==> src/rtl/mmr_scrub_ctrl.sv <==
// rtl/mmr_scrub_ctrl.sv - scrub scheduler for TMR/K-MMR register groups
// Periodically scans voter mismatch flags, refreshes flagged groups and re-checks them.
module mmr_scrub_ctrl #(
   parameter int N_REGS        = 8,
   parameter int IDX_W         = $clog2(N_REGS),
   parameter int CNT_W         = 16,
   parameter int SCAN_PERIOD   = 1024,
   parameter int SETTLE_CYCLES = 2
) (
   input  logic              clk_i,
   input  logic              rst_i,
   input  logic              enable_i,
   input  logic              clear_i,
   input  logic [N_REGS-1:0] mismatch_i,
   output logic              refresh_req_o,
   output logic [IDX_W-1:0]  refresh_idx_o,
   input  logic              refresh_ack_i,
   output logic              busy_o,
   output logic              scan_done_o,
   output logic [CNT_W-1:0]  seu_count_o,
   output logic [CNT_W-1:0]  stuck_count_o,
   output logic [N_REGS-1:0] stuck_o
);

   localparam int TMR_W = $clog2(SCAN_PERIOD);
   localparam int SET_W = (SETTLE_CYCLES > 1) ? $clog2(SETTLE_CYCLES) : 1;

   typedef enum logic [2:0] {
      ST_IDLE,
      ST_SCAN,
      ST_REFRESH,
      ST_SETTLE,
      ST_CHECK
   } state_t;

   state_t              state_q, state_d;
   logic [TMR_W-1:0]    timer_q, timer_d;
   logic [IDX_W-1:0]    idx_q, idx_d;
   logic [SET_W-1:0]    settle_q, settle_d;
   logic [CNT_W-1:0]    seu_q, seu_d;
   logic [CNT_W-1:0]    stk_cnt_q, stk_cnt_d;
   logic [N_REGS-1:0]   stuck_q, stuck_d;
   logic                req_q, busy_q, done_q, done_d;
   logic                seu_inc, stk_set, last_idx;

   assign last_idx = (idx_q == IDX_W'(N_REGS - 1));

   always_comb begin
      state_d  = state_q;
      timer_d  = timer_q;
      idx_d    = idx_q;
      settle_d = settle_q;
      seu_inc  = 1'b0;
      stk_set  = 1'b0;
      done_d   = 1'b0;
      case (state_q)
         ST_IDLE: begin
            if (!enable_i) begin
               timer_d = '0;
            end else if (timer_q == TMR_W'(SCAN_PERIOD - 1)) begin
               timer_d = '0;
               idx_d   = '0;
               state_d = ST_SCAN;
            end else begin
               timer_d = timer_q + TMR_W'(1);
            end
         end
         ST_SCAN: begin
            if (mismatch_i[idx_q]) begin
               seu_inc = 1'b1;
               state_d = ST_REFRESH;
            end else if (last_idx) begin
               done_d  = 1'b1;
               state_d = ST_IDLE;
            end else begin
               idx_d = idx_q + IDX_W'(1);
            end
         end
         ST_REFRESH: begin
            if (refresh_ack_i) begin
               settle_d = '0;
               state_d  = ST_SETTLE;
            end
         end
         ST_SETTLE: begin
            if (settle_q == SET_W'(SETTLE_CYCLES - 1)) begin
               settle_d = '0;
               state_d  = ST_CHECK;
            end else begin
               settle_d = settle_q + SET_W'(1);
            end
         end
         ST_CHECK: begin
            stk_set = mismatch_i[idx_q];
            if (last_idx) begin
               done_d  = 1'b1;
               state_d = ST_IDLE;
            end else begin
               idx_d   = idx_q + IDX_W'(1);
               state_d = ST_SCAN;
            end
         end
         default: state_d = ST_IDLE;
      endcase
   end

   // Clear has priority over any same-cycle increment or stuck-flag set.
   always_comb begin
      seu_d     = seu_q;
      stk_cnt_d = stk_cnt_q;
      stuck_d   = stuck_q;
      if (clear_i) begin
         seu_d     = '0;
         stk_cnt_d = '0;
         stuck_d   = '0;
      end else begin
         if (seu_inc && !(&seu_q)) seu_d = seu_q + CNT_W'(1);
         if (stk_set) begin
            stuck_d = stuck_q | (N_REGS'(1) << idx_q);
            if (!(&stk_cnt_q)) stk_cnt_d = stk_cnt_q + CNT_W'(1);
         end
      end
   end

   always_ff @(posedge clk_i) begin
      if (rst_i) begin
         state_q   <= ST_IDLE;
         timer_q   <= '0;
         idx_q     <= '0;
         settle_q  <= '0;
         seu_q     <= '0;
         stk_cnt_q <= '0;
         stuck_q   <= '0;
         req_q     <= 1'b0;
         busy_q    <= 1'b0;
         done_q    <= 1'b0;
      end else begin
         state_q   <= state_d;
         timer_q   <= timer_d;
         idx_q     <= idx_d;
         settle_q  <= settle_d;
         seu_q     <= seu_d;
         stk_cnt_q <= stk_cnt_d;
         stuck_q   <= stuck_d;
         req_q     <= (state_d == ST_REFRESH);
         busy_q    <= (state_d != ST_IDLE);
         done_q    <= done_d;
      end
   end

   assign refresh_req_o = req_q;
   assign refresh_idx_o = idx_q;
   assign busy_o        = busy_q;
   assign scan_done_o   = done_q;
   assign seu_count_o   = seu_q;
   assign stuck_count_o = stk_cnt_q;
   assign stuck_o       = stuck_q;

endmodule

==> config.mk <==
export PLATFORM = sky130hd
export DESIGN_NAME = mmr_scrub_ctrl
export DESIGN_NICKNAME = d
export VERILOG_FILES = /design/src/rtl/mmr_scrub_ctrl.sv
export SDC_FILE = /design/constraint.sdc
export NUM_CORES = 1
export LEC_CHECK = 0
export CAP_MARGIN = 20
export CORE_ASPECT_RATIO = 0.6
export CORE_MARGIN = 1
export CORE_UTILIZATION = 45
export CTS_BUF_LIST = sky130_fd_sc_hd__clkbuf_4 sky130_fd_sc_hd__clkbuf_8
export CTS_CLUSTER_SIZE = 10
export DETAILED_ROUTE_END_ITERATION = 10
export PLACE_DENSITY_LB_ADDON = 0.05
export SYNTH_ARGS = -nofsm -noshare
export SYNTH_HDL_FRONTEND = slang
export SYNTH_SLANG_ARGS = --single-unit
==> constraint.sdc <==
create_clock -name clk_i -period 3.6 [get_ports clk_i]
set_input_delay 0.54 -clock clk_i [delete_from_list [all_inputs] [get_ports clk_i]]
set_output_delay 0.54 -clock clk_i [all_outputs]
set_load 0.02 [all_outputs]
# ---- Word-level counts from Yosys, hierarchy flattened
# Cells that the tools add are included.
dict set report totals {
  inputBits 13
  output_inout_bits 46
  register_bits 60
}
dict set report op_classes {
  n_lt_le_gt_ge 1
  n_eq_ne 11
  n_bitwise 2
  shift 1
  n_reduce_logical 12
  mux 26
  add_sub_neg 5
}
# operator count
set ops {}
lappend ops {{$add A16 B1 Y16 const B} 2}
lappend ops {{$reduce_and A16 Y1} 2}
lappend ops {{$mux W3} 10}
lappend ops {{$mux W10} 2}
lappend ops {{$pmux W3 S5} 1}
lappend ops {{$add A10 B1 Y10 const B} 1}
lappend ops {{$eq A10 B10 Y1 const B} 1}
lappend ops {{$eq A3 B2 Y1 const B} 3}
lappend ops {{$mux W1} 9}
lappend ops {{$pmux W3 S3} 1}
lappend ops {{$ne A2 B2 Y1 const B} 4}
lappend ops {{$or A8 B8 Y8} 1}
lappend ops {{$shl A1 B3 Y8 const A} 1}
lappend ops {{$eq A3 B3 Y1 const B} 2}
lappend ops {{$reduce_bool A3 Y1} 2}
lappend ops {{$lt A3 B4 Y1 const B} 1}
lappend ops {{$pmux W1 S2} 2}
lappend ops {{$reduce_and A2 Y1} 2}
lappend ops {{$reduce_and A4 Y1} 1}
lappend ops {{$add A3 B1 Y3 const B} 1}
lappend ops {{$bmux W1 S3} 1}
lappend ops {{$eq A3 B1 Y1 const B} 1}
lappend ops {{$logic_not A3 Y1} 1}
lappend ops {{$reduce_bool A2 Y1} 1}
lappend ops {{other kinds (5)} 5}

# ---- Depth between registers and ports, before layout
# Gate-level depths: netlist of run 1.
dict set report logic_depth {
  depth_word 5
  depth_mapped 8
  mapped_depth_nobuf 7
}

# ---- Worst setup path before layout of run 1
# OpenSTA, ideal clock, no wires.
dict set report synth_timing {
  path_kind {register -> register}
  start {reg idx_q[0], in the netlist refresh_idx_o[0]}
  end {reg idx_q[2], in the netlist refresh_idx_o[2]}
  path_stages_with_launch 7
  t_arrival_ps 2134
  setup_slack_ps 1343
  required_ps 3477
  cell_sequence {dfxtp_1 mux4_1 mux2_2 buf_6 nand3_2 o311a_2 mux2_1}
}
dict set report synth_between {
  elab_chain_cells 4
  word_cells_on_any_way 9
  cone_classes {add/sub (1); eq/ne (2); mux (5); reduce/logical (1)}
}
# element line_no
set synth_lines {}
lappend synth_lines {{from (decl)} 38} ;# logic [IDX_W-1:0] idx_q, idx_d;
lappend synth_lines {{from (signal assigned)} 140} ;# idx_q <= idx_d;
lappend synth_lines {{$add A3 B1 Y3 (tied with other cells)} {76, 99}}
lappend synth_lines {{$mux W3 / $mux W1 (equally long branches)} {72, 95, 69}}
lappend synth_lines {{$mux W3 / $ne A2 B2 Y1 (equally long branches)} n/a}
lappend synth_lines {{$pmux W3 S3 / $reduce_and A4 Y1 (equally long branches)} n/a}
# Parallel ways exist; a longest one is shown, timed or not. The select of a mux whose other input is x is not followed.
# A chain may end at the register's enable or synchronous reset.

# ---- Final worst setup path of run 1
dict set report layout_timing {
  start {in mismatch_i[3]}
  end {reg idx_q[2], in the netlist refresh_idx_o[2]}
}
dict set report layout_between {
  elab_chain_cells 4
}
# element line_no
set layout_lines {}
lappend layout_lines {{from (decl)} 14} ;# input logic [N_REGS-1:0] mismatch_i,
lappend layout_lines {{$bmux W1 S3} 69} ;# if (mismatch_i[idx_q]) begin
lappend layout_lines {{$mux W1 (implied by the code)} 69}
lappend layout_lines {{$ne A2 B2 Y1 (no line)} n/a}
lappend layout_lines {{$reduce_and A4 Y1 (no line)} n/a}
# Every way passes these cells. The select of a mux whose other input is x is not followed.

==> out/metrics.yaml, run 1 <==
clock_network:
  numClockSinks: 60
  h-tree-depth: 3
  post_cts_buffers: 0
  root_buffer: "clkbuf_8"
  clock_path_buffers: 2
  hold_buffers: 0
  postCtsResizedCells: 0
  cts_tree: "done"
  clock_latency_ns: 0.34
  cts_inserted_buffers: 9
  clkTransAtPathRegs_ns: 0.07
finish:
  multi_input_comb_area_sq_um: 1760
  drive_gt1_share_pct: 9.55
  area_growth_pct: 26.7
  fin_nets: 436
  register_area_sq_um: 1200
  nFillCells: 568
  diodes: 0
timing:
  min_period_ns: 2.37
  rsz0062_at_grt: "no"
  hold_viol_final: 0
  setup_tns_ns: 0
  timing.final.ws_setup_ns: 1.23
  worst_pin_slew_ns: 0.750
  finClkSkew_ns: 0.00764
  max_slew_margin_pct: 49.6
  final-max-slew-violation-count: 0
  finalSetupViolations: 0
  finalCritPeriodShare_pct: 65.9
  fmax_mhz: 422
route:
  dr.pass1.iters: 6
  drc: 0
  avgViaCountPerCell: 5.73
  route.met3.wl_um: 490
  dr.first_iter.drc_count: 221
  wl_met1_um: 3940
  drt-total-wl_um: 7360
  post_drt_wl_per_cell_um: 14.6
  num_vias: 2881
  met2_length_um: 2850
  drtAntennaViolNets: 0
  highest_layer: "met4"
synth:
  yosysSeqAreaShare_pct: 39.0
  async_reset_ff_share_pct: 0
  yosys_warnings: 0
  syn_avg_cell_area_sq_um: 8.58
  synth_top_cell_area_share_pct: 39.0
  synth_seq_cells: 60
  synthCells: 359
  synth_top_cell_by_area: "dfxtp_1"
  synth.cell_area_sq_um: 3080
  synth-edff-count: 0
  synth_area_leaders: "dfxtp_1 (39%), nor2_1 (6.2%), nand4_1 (3.9%), ha_1 (3.7%), nand2_1 (3.2%)"
  syn-num-nets: 381
  synth_cell_types: 56
  synth_ff_type: "dfxtp_1"
worst_setup_path:
  critPathSlowestCell: "mux4_1"
  slowest_delay_ns: 0.51
  crit_buf_inv: 1
  arrival_ns: 2.60
  critPathLaunchType: "input pin"
  path_cells: "clkdlybuf4s50_1 > mux4_1 > mux2_2 > nand3_2 > o311a_2 > mux2_1"
  path_class: "input pin to register"
  endpoint_kind: "register"
  path_delay_family: "multiplexers"
  cp.required_ns: 3.83
  crit_fanout: 20
place:
  dp_slack_ns: 0.866
  gp_congestion: 0.840
  numPortBuffers: 58
  dp_hpwl_um: 5130
global_routing:
  antenna_found_initial: 0
  grt_usage_pct: 21.6
  grt_max_degree: 25
  grt_pass1_vias: 2456
  gr-total-overflow: 0
  grt_pass1_wl_um: 11800
job:
  drv_cap: 0
min_path:
  min_path_type: "register to register"
pwr:
  power_density_nw_per_um2: 342
  peakVddDrop_mv: 0.278
  power_uw: 1330
  p_leak_uw: 0.00131
status:
  status: "finished clean"
floorplan:
  core_sq_um: 6360
  boundaryPins: 59
  die_h_um: 66.1
  start_util_pct: 48.4
  row_count: 22
  die_area_sq_um: 7190
  fp.dieW_um: 109
[layout make-up]
cell class / instances / share of cell area, %
inverter: 7 / 0.674
sequential: 60 / 30.8
clock buffer: 16 / 5.33
multi-input combinational: 276 / 45.2
timing repair buffer: 60 / 15.3
tap: 84 / 2.69
[cells in the mapped netlist (2+ instances only)]
cell       n
a21oi_1   17
a21oi_2    7
a22oi_1    2
a311oi_1   3
a31oi_1    7
a41o_1     2
and3_1     9
and4_1     5
buf_2      3
clkbuf_1  11
dfxtp_1   60
ha_1       9
inv_1      7
mux2i_1    4
mux4_1     2
nand2_1   26
nand3_1   14
nand3b_1   2
nand4_1   19
nand4b_1   2
nor2_1    51
nor2b_1    4
nor3_1    16
nor4_1     6
o21ai_0    9
o21ai_1    2
o21ai_2    6
o31ai_1    3
or3_1     11
or4_1      2
xnor2_1    4
xor2_1    10
[state kept, by name (all words and copies together), names as in the netlist, 3 cells and up]
signal	flops
refresh_idx_o	3
seu_count_o	16
state_q	3
stuck_count_o	16
stuck_o	8
timer_q	10
[layout by cell type, fill, tap and decap left out, types with 3 or more instances in the layout]
master,instances
mux2i_1,4
xor2_1,10
o31ai_1,3
clkdlybuf4s50_1,58
or3_1,11
xnor2_1,4
a21oi_2,7
o21ai_2,6
a311oi_1,3
nor3_1,16
a21oi_1,17
and3_1,9
nand2_1,26
and4_1,5
nand3_1,14
a31oi_1,7
ha_1,9
inv_1,7
nor2_1,51
nand4_1,19
o21ai_0,9
dfxtp_1,60
clkbuf_8,14
nor2b_1,4
nor4_1,6
[worst paths after layout]
path	start	end	slack [ns]	cells after the start
worst max-delay path	mismatch_i[3]	refresh_idx_o[2]$_SDFFE_PP0P_	1.23	6
worst min-delay path	stuck_o[3]$_SDFFE_PP0P_	stuck_o[3]$_SDFFE_PP0P_	0.47	2
worst max register to register	refresh_idx_o[0]$_SDFFE_PP0P_	refresh_idx_o[2]$_SDFFE_PP0P_	1.23	5
worst min register to register	stuck_o[3]$_SDFFE_PP0P_	stuck_o[3]$_SDFFE_PP0P_	0.47	2
[tightest hold or removal path: stages (launching register included)]
cell and delay [ns]:
dfxtp_1 0.33, a21oi_1 0.04, nor2_1 0.07
[layer usage]
layer,vias to the layer above,global-route usage [%]
met2,103,29.1
li1,1435,-
met3,10,6.40
met4,0,6.93
met1,1333,32.1
met5,-,0
[report_power, final]
group	internal, uW	switching [uW]
logic	20.5	27.7
registers	665	1.31
clock network	360	258
total	1050	287
[cells by family after synthesis]
group | Yosys count | synth area share, %
simple gates | 178 | 30.3
compound gates | 66 | 15.1
flops | 60 | 39.0
buf+inv | 23 | 3.70
xor+xnor | 15 | 4.51
fa+ha+maj | 9 | 3.66
mux | 8 | 3.74
[metrics by stage]
stage / cells / cell area, sq um / hold WS, ns / utilization [%]
after floorplan: 359 / 3080 / 0.448 / -
after global placement: 487 / 3690 / 0.453 / 58.1
after detailed placement: 487 / 3690 / 0.459 / 58.1
after CTS: 503 / 3900 / 0.475 / 61.3
after global routing: 503 / 3900 / 0.511 / 61.3
final: 503 / 3900 / 0.469 / 61.3
Power figures use the tool's default switching activity.
==> run 2, diff against run 1 <==
==> constraint.sdc (replaced) <==
create_clock -name clk_i -period 2 [get_ports clk_i]
set_input_delay 0.3 -clock clk_i [delete_from_list [all_inputs] [get_ports clk_i]]
set_output_delay 0.3 -clock clk_i [all_outputs]
set_load 0.02 [all_outputs]
==> run 2 against run 1 <==
Net effect:
- global-route usage increased by 3.2 points
- total power increased by 79%
- via count grew 8.6%
- cell count is 10% higher
- count of clock-buffer cells in the layout down 1
- die area unchanged
- clock power up 75%
- routed wire length up 11%
- cell area increased by 11%
- flip-flop and latch count unchanged
- combinational power up 120%
==> out/metrics.yaml, run 2 (same netlist as run 1, synthesis figures left out) <==
status:
  status: "finished clean"
timing:
  hold_viol_final: 0
  finalSetupViolations: 0
  holdWs_ns: 0.475
  fmax_mhz: 504
  final-max-slew-violation-count: 0
  max_slew_margin_pct: 62.8
  worst_pin_slew_ns: 0.553
  finalCritPeriodShare_pct: 99.2
  rsz0062_at_grt: "yes"
  min_period_ns: 1.98
  finClkSkew_ns: 0.00960
worst_setup_path:
  endpoint_kind: "register"
  path_class: "register to register"
  crit_path_frequent_cell: "mux2_4"
  critPathSlowestCell: "mux4_2"
  crit_fanout: 7
  path_cells: "mux4_2 > mux2_4 > nand3_2 > o311a_4 > mux2_4"
  path_delay_family: "multiplexers"
  crit_buf_inv: 0
  slowest_delay_ns: 0.52
  arrival_ns: 2.22
  cp.required_ns: 2.24
  critPathLaunchType: "register"
min_path:
  min_path_type: "register to register"
route:
  avgViaCountPerCell: 5.65
  drtAntennaViolNets: 0
  post_drt_wl_per_cell_um: 14.8
  drt-total-wl_um: 8180
  dr.pass1.iters: 5
  dr.first_iter.drc_count: 153
  num_vias: 3129
  drc: 0
pwr:
  peakVddDrop_mv: 0.470
  combPwrFrac_pct: 4.4
  p_leak_uw: 0.00158
  power_frac_seq_pct: 50.3
  p_clk_share_pct: 45.3
  internal-power_uw: 1860
  power_switching_uw: 522
  p_sw_share_pct: 22.0
  power_density_nw_per_um2: 549
place:
  dp_hpwl_um: 5910
  place_area_sq_um: 4050
  numPortBuffers: 58
  gp_congestion: 0.807
clock_network:
  numClockSinks: 60
  clock_latency_ns: 0.35
  h-tree-depth: 3
  hold_buffers: 0
  cts_inserted_buffers: 9
  clkTransAtPathRegs_ns: 0.06
  root_buffer: "clkbuf_8"
  clock_path_buffers: 2
  cts_tree: "done"
finish:
  final_area_sq_um: 4330
  drive_gt1_share_pct: 22.1
  diodes: 0
  layout_commonest_cell: "clkdlybuf4s50_1"
  area_growth_pct: 40.8
  fin_nets: 487
  final_cell_mix: "clkdlybuf4s50_1 (57), dfxtp_1 (55), buf_4 (51)"
floorplan:
  core_sq_um: 6360
  die_area_sq_um: 7190
  start_util_pct: 48.4
  fp.dieW_um: 109
  boundaryPins: 59
  row_count: 22
  die_h_um: 66.1
global_routing:
  grt_pass1_wl_um: 13500
  antenna_found_initial: 0
  grt_usage_pct: 24.8
  gr-total-overflow: 0
  grt_max_degree: 24
  grt_pass1_vias: 2808
job:
  drv_cap: 0
run 2: final cells by class:
| cell class | instances | area, sq um |
|---|---|---|
| clock buffers | 15 | 194 |
| repair buffers | 111 | 997 |
| multi-input cells | 276 | 1790 |
| clock inverters | 1 | 5.00 |
| fillers | 526 | 2020 |
| flip-flops and latches | 60 | 1210 |
| inverters | 7 | 26.3 |
| well taps | 84 | 105 |
run 2: timing repair:
action | CTS | global route
buffers inserted | 2 | 2
resized for setup | 1 | 10
cloned | 0 | 0
pin swaps | 1 | 1
setup endpoints to repair | 12 | 11
run 2: worst paths after layout:
kind,endpoint,slack (ns),from,depth (start not counted)
hold reg to reg,stuck_o[7]$_SDFFE_PP0P_,0.48,stuck_o[7]$_SDFFE_PP0P_,2
hold / removal,stuck_o[7]$_SDFFE_PP0P_,0.48,stuck_o[7]$_SDFFE_PP0P_,2
setup reg to reg,refresh_idx_o[2]$_SDFFE_PP0P_,0.02,refresh_idx_o[0]$_SDFFE_PP0P_,5
setup / recovery,refresh_idx_o[2]$_SDFFE_PP0P_,0.02,refresh_idx_o[0]$_SDFFE_PP0P_,5
run 2: layer usage:
metal | GRT usage, % | routed length [um] | share of wire (%)
met4 | 6.08 | 77 | 0.94
met1 | 34.9 | 4180 | 51
met5 | 0 | 0 | 0
met2 | 34.9 | 3350 | 41
met3 | 9.56 | 573 | 7.0
run 2: through the flow:
stage / worst slack [ns] / cells / setup TNS [ns] / util [%] / total power [uW]
floorplan: -0.0327 / 359 / -0.0327 / - / 1270
global placement: -0.287 / 534 / -6.57 / 63.7 / 1320
detailed placement: -0.307 / 534 / -7.36 / 63.7 / 1320
CTS: 0.0153 / 552 / 0 / 67.3 / 2400
global route: -0.0340 / 554 / -0.114 / 68.2 / 2480
finish: 0.0155 / 554 / 0 / 68.2 / 2380
run 2: power groups by stage:
stage                     Sequential (uW)  Clock, uW  Combinational [uW]
after floorplan                      1220          0                48.3
after global placement               1220          0                98.4
after detailed placement             1220          0                98.9
after CTS                            1200       1100                 100
after global routing                 1200       1170                 114
final                                1200       1080                 106
run 2: worst register-to-register path: stages (launching register included):
cell	delay, ns
dfxtp_4	0.38
mux4_2	0.52
mux2_4	0.36
nand3_2	0.11
o311a_4	0.20
mux2_4	0.30
==> run 3, diff against run 2 <==
--- a/config.mk
+++ b/config.mk
@@ -8,7 +8,7 @@
 export CAP_MARGIN = 20
 export CORE_ASPECT_RATIO = 0.6
 export CORE_MARGIN = 1
-export CORE_UTILIZATION = 45
+export CORE_UTILIZATION = 30
 export CTS_BUF_LIST = sky130_fd_sc_hd__clkbuf_4 sky130_fd_sc_hd__clkbuf_8
 export CTS_CLUSTER_SIZE = 10
 export DETAILED_ROUTE_END_ITERATION = 10
==> constraint.sdc (replaced) <==
create_clock -name clk_i -period 1.65 [get_ports clk_i]
set_input_delay 0.2475 -clock clk_i [delete_from_list [all_inputs] [get_ports clk_i]]
set_output_delay 0.2475 -clock clk_i [all_outputs]
set_load 0.02 [all_outputs]
==> run 3 against run 2 <==
Net effect:
- the flow now finishes with violations (negative setup slack)
- critical path type unchanged
- critical endpoint unchanged
- largest cell class unchanged
- flip-flop and latch count did not move
- total power rose by 23%
- sequential power increased by 20%
- core utilization down 18 points
==> out/metrics.yaml, run 3 (same netlist as run 1, synthesis figures left out) <==
min_path:
  hold_depth: 2
  min_path_type: "register to register"
  hold_start: "stuck_o[3]$_SDFFE_PP0P_"
  hold-path-endpoint: "stuck_o[3]$_SDFFE_PP0P_"
place:
  dp_slack_ns: -0.566
  dp_hpwl_um: 6790
  gp_congestion: 0.844
  numPortBuffers: 58
finish:
  nFillCells: 949
  drive_gt1_share_pct: 37.2
  post-route-util_pct: 50.4
  final_cell_mix: "buf_4 (83), dfxtp_1 (47), nor2_1 (46)"
  area_growth_pct: 62.3
  layout_commonest_cell: "buf_4"
  fin_nets: 528
  diodes: 0
timing:
  timing.final.ws_setup_ns: -0.321
  rsz0062_at_grt: "yes"
  min_period_ns: 1.97
  setup_tns_ns: -9.39
  finClkSkew_ns: 0.0119
  hold_viol_final: 0
  max_slew_margin_pct: 76.3
  final-max-slew-violation-count: 0
  finalSetupViolations: 48
  fmax_mhz: 507
  finalCritPeriodShare_pct: 119
  worst_pin_slew_ns: 0.353
clock_network:
  clock_path_buffers: 2
  h-tree-depth: 3
  cts_inserted_buffers: 9
  clkTransAtPathRegs_ns: 0.07
  clock_latency_ns: 0.35
  root_buffer: "clkbuf_8"
  numClockSinks: 60
  cts_tree: "done"
pwr:
  peakVddDrop_mv: 0.310
  power_density_nw_per_um2: 584
  p_leak_uw: 0.00210
route:
  drtAntennaViolNets: 0
  post_drt_wl_per_cell_um: 14.9
  avgViaCountPerCell: 4.97
  dr.pass1.iters: 4
  drt-total-wl_um: 9640
  dr.first_iter.drc_count: 143
  num_vias: 3210
  drc: 0
worst_setup_path:
  rr_endpoint: "refresh_idx_o[2]$_SDFFE_PP0P_"
  arrival_ns: 2.21
  path_class: "register to register"
  ff2ff_path_depth: 5
  crit_fanout: 5
  critPathLaunchType: "register"
  rr_startpoint: "refresh_idx_o[0]$_SDFFE_PP0P_"
  cp.required_ns: 1.89
  r2r_slack_ns: -0.32
  endpoint_kind: "register"
floorplan:
  die_area_sq_um: 10700
  boundaryPins: 59
  start_util_pct: 31.1
  core_sq_um: 9910
  fp.dieW_um: 133
  row_count: 28
  die_h_um: 80.5
global_routing:
  gr-total-overflow: 0
  antenna_found_initial: 0
  grt_pass1_vias: 3104
  grt_pass1_wl_um: 15400
  grt_max_degree: 15
  grt_usage_pct: 18.6
status:
  violations: "negative setup slack"
  status: "complete, but fails checks"
job:
  drv_cap: 0
==> run 3: cell count changes in the layout (fill, tap and decap cells not counted), sizes merged <==
cell | previous run | this run
buf | 53 | 93
clkdlybuf4s50 | 57 | 28
dlymetal6s2s | 1 | 10
dlygate4sd2 | 0 | 20
mux2 | 2 | 3
==> run 3: worst max-delay path, cell delays in order (launching register included) <==
cell	delay, ns
dfxtp_4	0.39
mux4_2	0.52
mux2_4	0.35
nand3_2	0.10
o311a_4	0.21
mux2_4	0.29
==> run 3: layer usage <==
layer / global-route usage, % / part of all wire, % / vias up
met1: 26.4 / 55 / 1513
met5: 0 / 0 / -
met3: 4.86 / 4.1 / 4
met4: 5.75 / 0.42 / 0
met2: 27.1 / 41 / 73
li1: - / - / 1620
==> run 3: what timing repair did <==
action                                  4_1_cts  5_1_grt
resized for setup                            45       45
pin swaps                                    10       24
endpoints found under the setup margin       71       63
hold buffers                                  0        0
cloned                                        2        1
buffers inserted                              6        0
==> run 3: metrics by stage <==
step           area, sq um  instances  power, uW  hold WS, ns
2_1_floorplan         3170        359       1540        0.332
3_3_place_gp          4480        621       1620        0.453
3_5_place_dp          4480        621       1620        0.457
4_1_cts               4820        645       2950        0.479
5_1_grt               5000        646       3020        0.513
6_report              5000        646       2920        0.475
==> run 3: worst max path at each step <==
stage / end / depth (start not counted) / start / slack, ns
floorplan: refresh_idx_o[2]$_SDFFE_PP0P_ / 6 / refresh_idx_o[0]$_SDFFE_PP0P_ / -0.37
global placement: stuck_count_o[15]$_SDFFE_PP0P_ / 7 / mismatch_i[7] / -0.54
detailed placement: stuck_count_o[15]$_SDFFE_PP0P_ / 7 / mismatch_i[6] / -0.57
CTS: refresh_idx_o[2]$_SDFFE_PP0P_ / 5 / refresh_idx_o[0]$_SDFFE_PP0P_ / -0.33
global route: stuck_count_o[2]$_SDFFE_PP0P_ / 7 / refresh_idx_o[0]$_SDFFE_PP0P_ / -0.38
finish: refresh_idx_o[2]$_SDFFE_PP0P_ / 5 / refresh_idx_o[0]$_SDFFE_PP0P_ / -0.32
==> run 3: area by class of cell <==
class | instances | area [sq um] | share of cell area [%]
clock buffer | 15 | 188 | 3.75
sequential | 60 | 1230 | 24.6
tap | 135 | 169 | 3.38
multi-input combinational | 277 | 2050 | 41.0
timing repair buffer | 151 | 1330 | 26.7
clock inverter | 1 | 5.00 | 0.100
inverter | 7 | 26.3 | 0.526
==> run 3: report_power, final <==
group / leakage [uW] / internal, uW / switching (uW) / total [uW]
Sequential: 0.000492 / 1440 / 1.33 / 1440
Clock: 0.000104 / 718 / 587 / 1310
Combinational: 0.00151 / 86.3 / 84.3 / 171
==> RTL change: new RTL, flow settings as in run 2 <==
Encoding of `state_t`: now one-hot (5 bits for 5 states).
--- a/src/rtl/mmr_scrub_ctrl.sv
+++ b/src/rtl/mmr_scrub_ctrl.sv
@@ -25,12 +25,12 @@
    localparam int TMR_W = $clog2(SCAN_PERIOD);
    localparam int SET_W = (SETTLE_CYCLES > 1) ? $clog2(SETTLE_CYCLES) : 1;
 
-   typedef enum logic [2:0] {
-      ST_IDLE,
-      ST_SCAN,
-      ST_REFRESH,
-      ST_SETTLE,
-      ST_CHECK
+   typedef enum logic [4:0] {
+      ST_IDLE    = 5'b00001,
+      ST_SCAN    = 5'b00010,
+      ST_REFRESH = 5'b00100,
+      ST_SETTLE  = 5'b01000,
+      ST_CHECK   = 5'b10000
    } state_t;
 
    state_t              state_q, state_d;
Behaviour: no difference found for any inputs over 10 cycles, from zero or initial values and one cycle with rst_i high; not proved beyond that.
==> RTL change against run 2 <==
Wire length up 13%; the run now ends with setup timing left; cell count up 6.3%; sequential cell count up 2; total power up 0.16%; worst setup slack worse by 0.34 ns; area after synthesis down 0.81%; cell area up 9.6%; maximum frequency down 15%; sequential power up 3%; utilization up 6.9 points; critical path depth unchanged; synthesized cell count up 1.9%.
==> RTL change: results <==
metrics = {
    "synth": {
        "yosysUniqueCellTypes": 48,
        "synth_nets": 388,
        "synthTopCellsByCount": "dfxtp_1, nor2_1, a21oi_1",
        "ys_seq_area_share_pct": 40.6,
        "synth_compound_area_share_pct": 19.3,
        "synth_area_leaders": "dfxtp_1, a21oi_1, nor2_1",
        "yosys-mux-area-fraction_pct": 5.33,
        "synth_xor_area_share_pct": 1.15,
    },
    "layout": {
        "final_nets": 523,
        "final_cells": 589,
        "fillers": 469,
    },
    "timing": {
        "whs_ns": 0.477,
        "layout_setup_ws_ns": -0.325,
        "tns_ns": -7.25,
        "final-setup-viol-count": 35,
        "tightest_slew_ns": 0.550,
        "fin_worst_skew_ns": 0.0101,
    },
    "placed_design": {
        "gp_congestion": 0.818,
        "placed_cell_area_um2": 4230,
        "dp.cells": 560,
        "place_ws_ns": -0.721,
    },
    "power_and_ir_drop": {
        "ir_worst_vdd_mv": 0.409,
        "leakage_nw": 1.72,
    },
    "grt": {
        "grt.met1_usage_pct": 39.5,
        "grt_max_degree": 25,
        "grt.total_usage_pct": 26.5,
    },
    "clocking": {
        "post_cts_buffers": 4,
        "cts-resized-gates": 12,
    },
    "drt": {
        "via_per_inst": 5.76,
        "wl_met1_mm": 4.58,
        "wl_met3_um": 711,
    },
    "setup_path": {
        "crit_family": "simple AND/OR/NAND/NOR gates",
        "worstSetupEndpoint": "seu_count_o[15]$_SDFFE_PP0P_",
        "crit_path_max_incr_delay_ns": 0.61,
        "crit_slowest_cell": "or4b_4",
        "critical_path_arrival_ns": 2.61,
    },
    "status": {
        "status": "finished with violations",
        "violations": "setup timing",
    },
}
[RTL change: changes by cell type in the layout (fill, tap and decap cells not counted), moves of 7 or more]
| cell | change |
|---|---|
| nor2_1 | -11 |
| buf_4 | +21 |
| a21oi_1 | +17 |
| xor2_1 | -9 |
| buf_6 | +8 |
| nor3_1 | -7 |
[RTL change: layout make-up]
cell class	count	area [um2]	area share (%)
Clock inverter	1	5.00	0.105
Tap cell	84	105	2.21
Multi-Input combinational cell	281	1950	41.0
Clock buffer	14	174	3.66
Timing Repair Buffer	140	1250	26.3
Sequential cell	62	1250	26.2
Inverter	7	26.3	0.553
[RTL change: where the power goes]
part           leakage, nW  internal, W  switching (W)
clock               0.0968     0.000551       0.000478
combinational         1.13    0.0000582      0.0000589
sequential           0.501      0.00124     0.00000177
total                 1.72      0.00184       0.000539
[RTL change: tightest hold or removal path: cells and delay by family, from the launching register on]
kind | cells | cell delay (ns)
DFF | 1 | 0.33
AOI/OAI and AO/OA | 1 | 0.04
and+or+nand+nor | 1 | 0.07
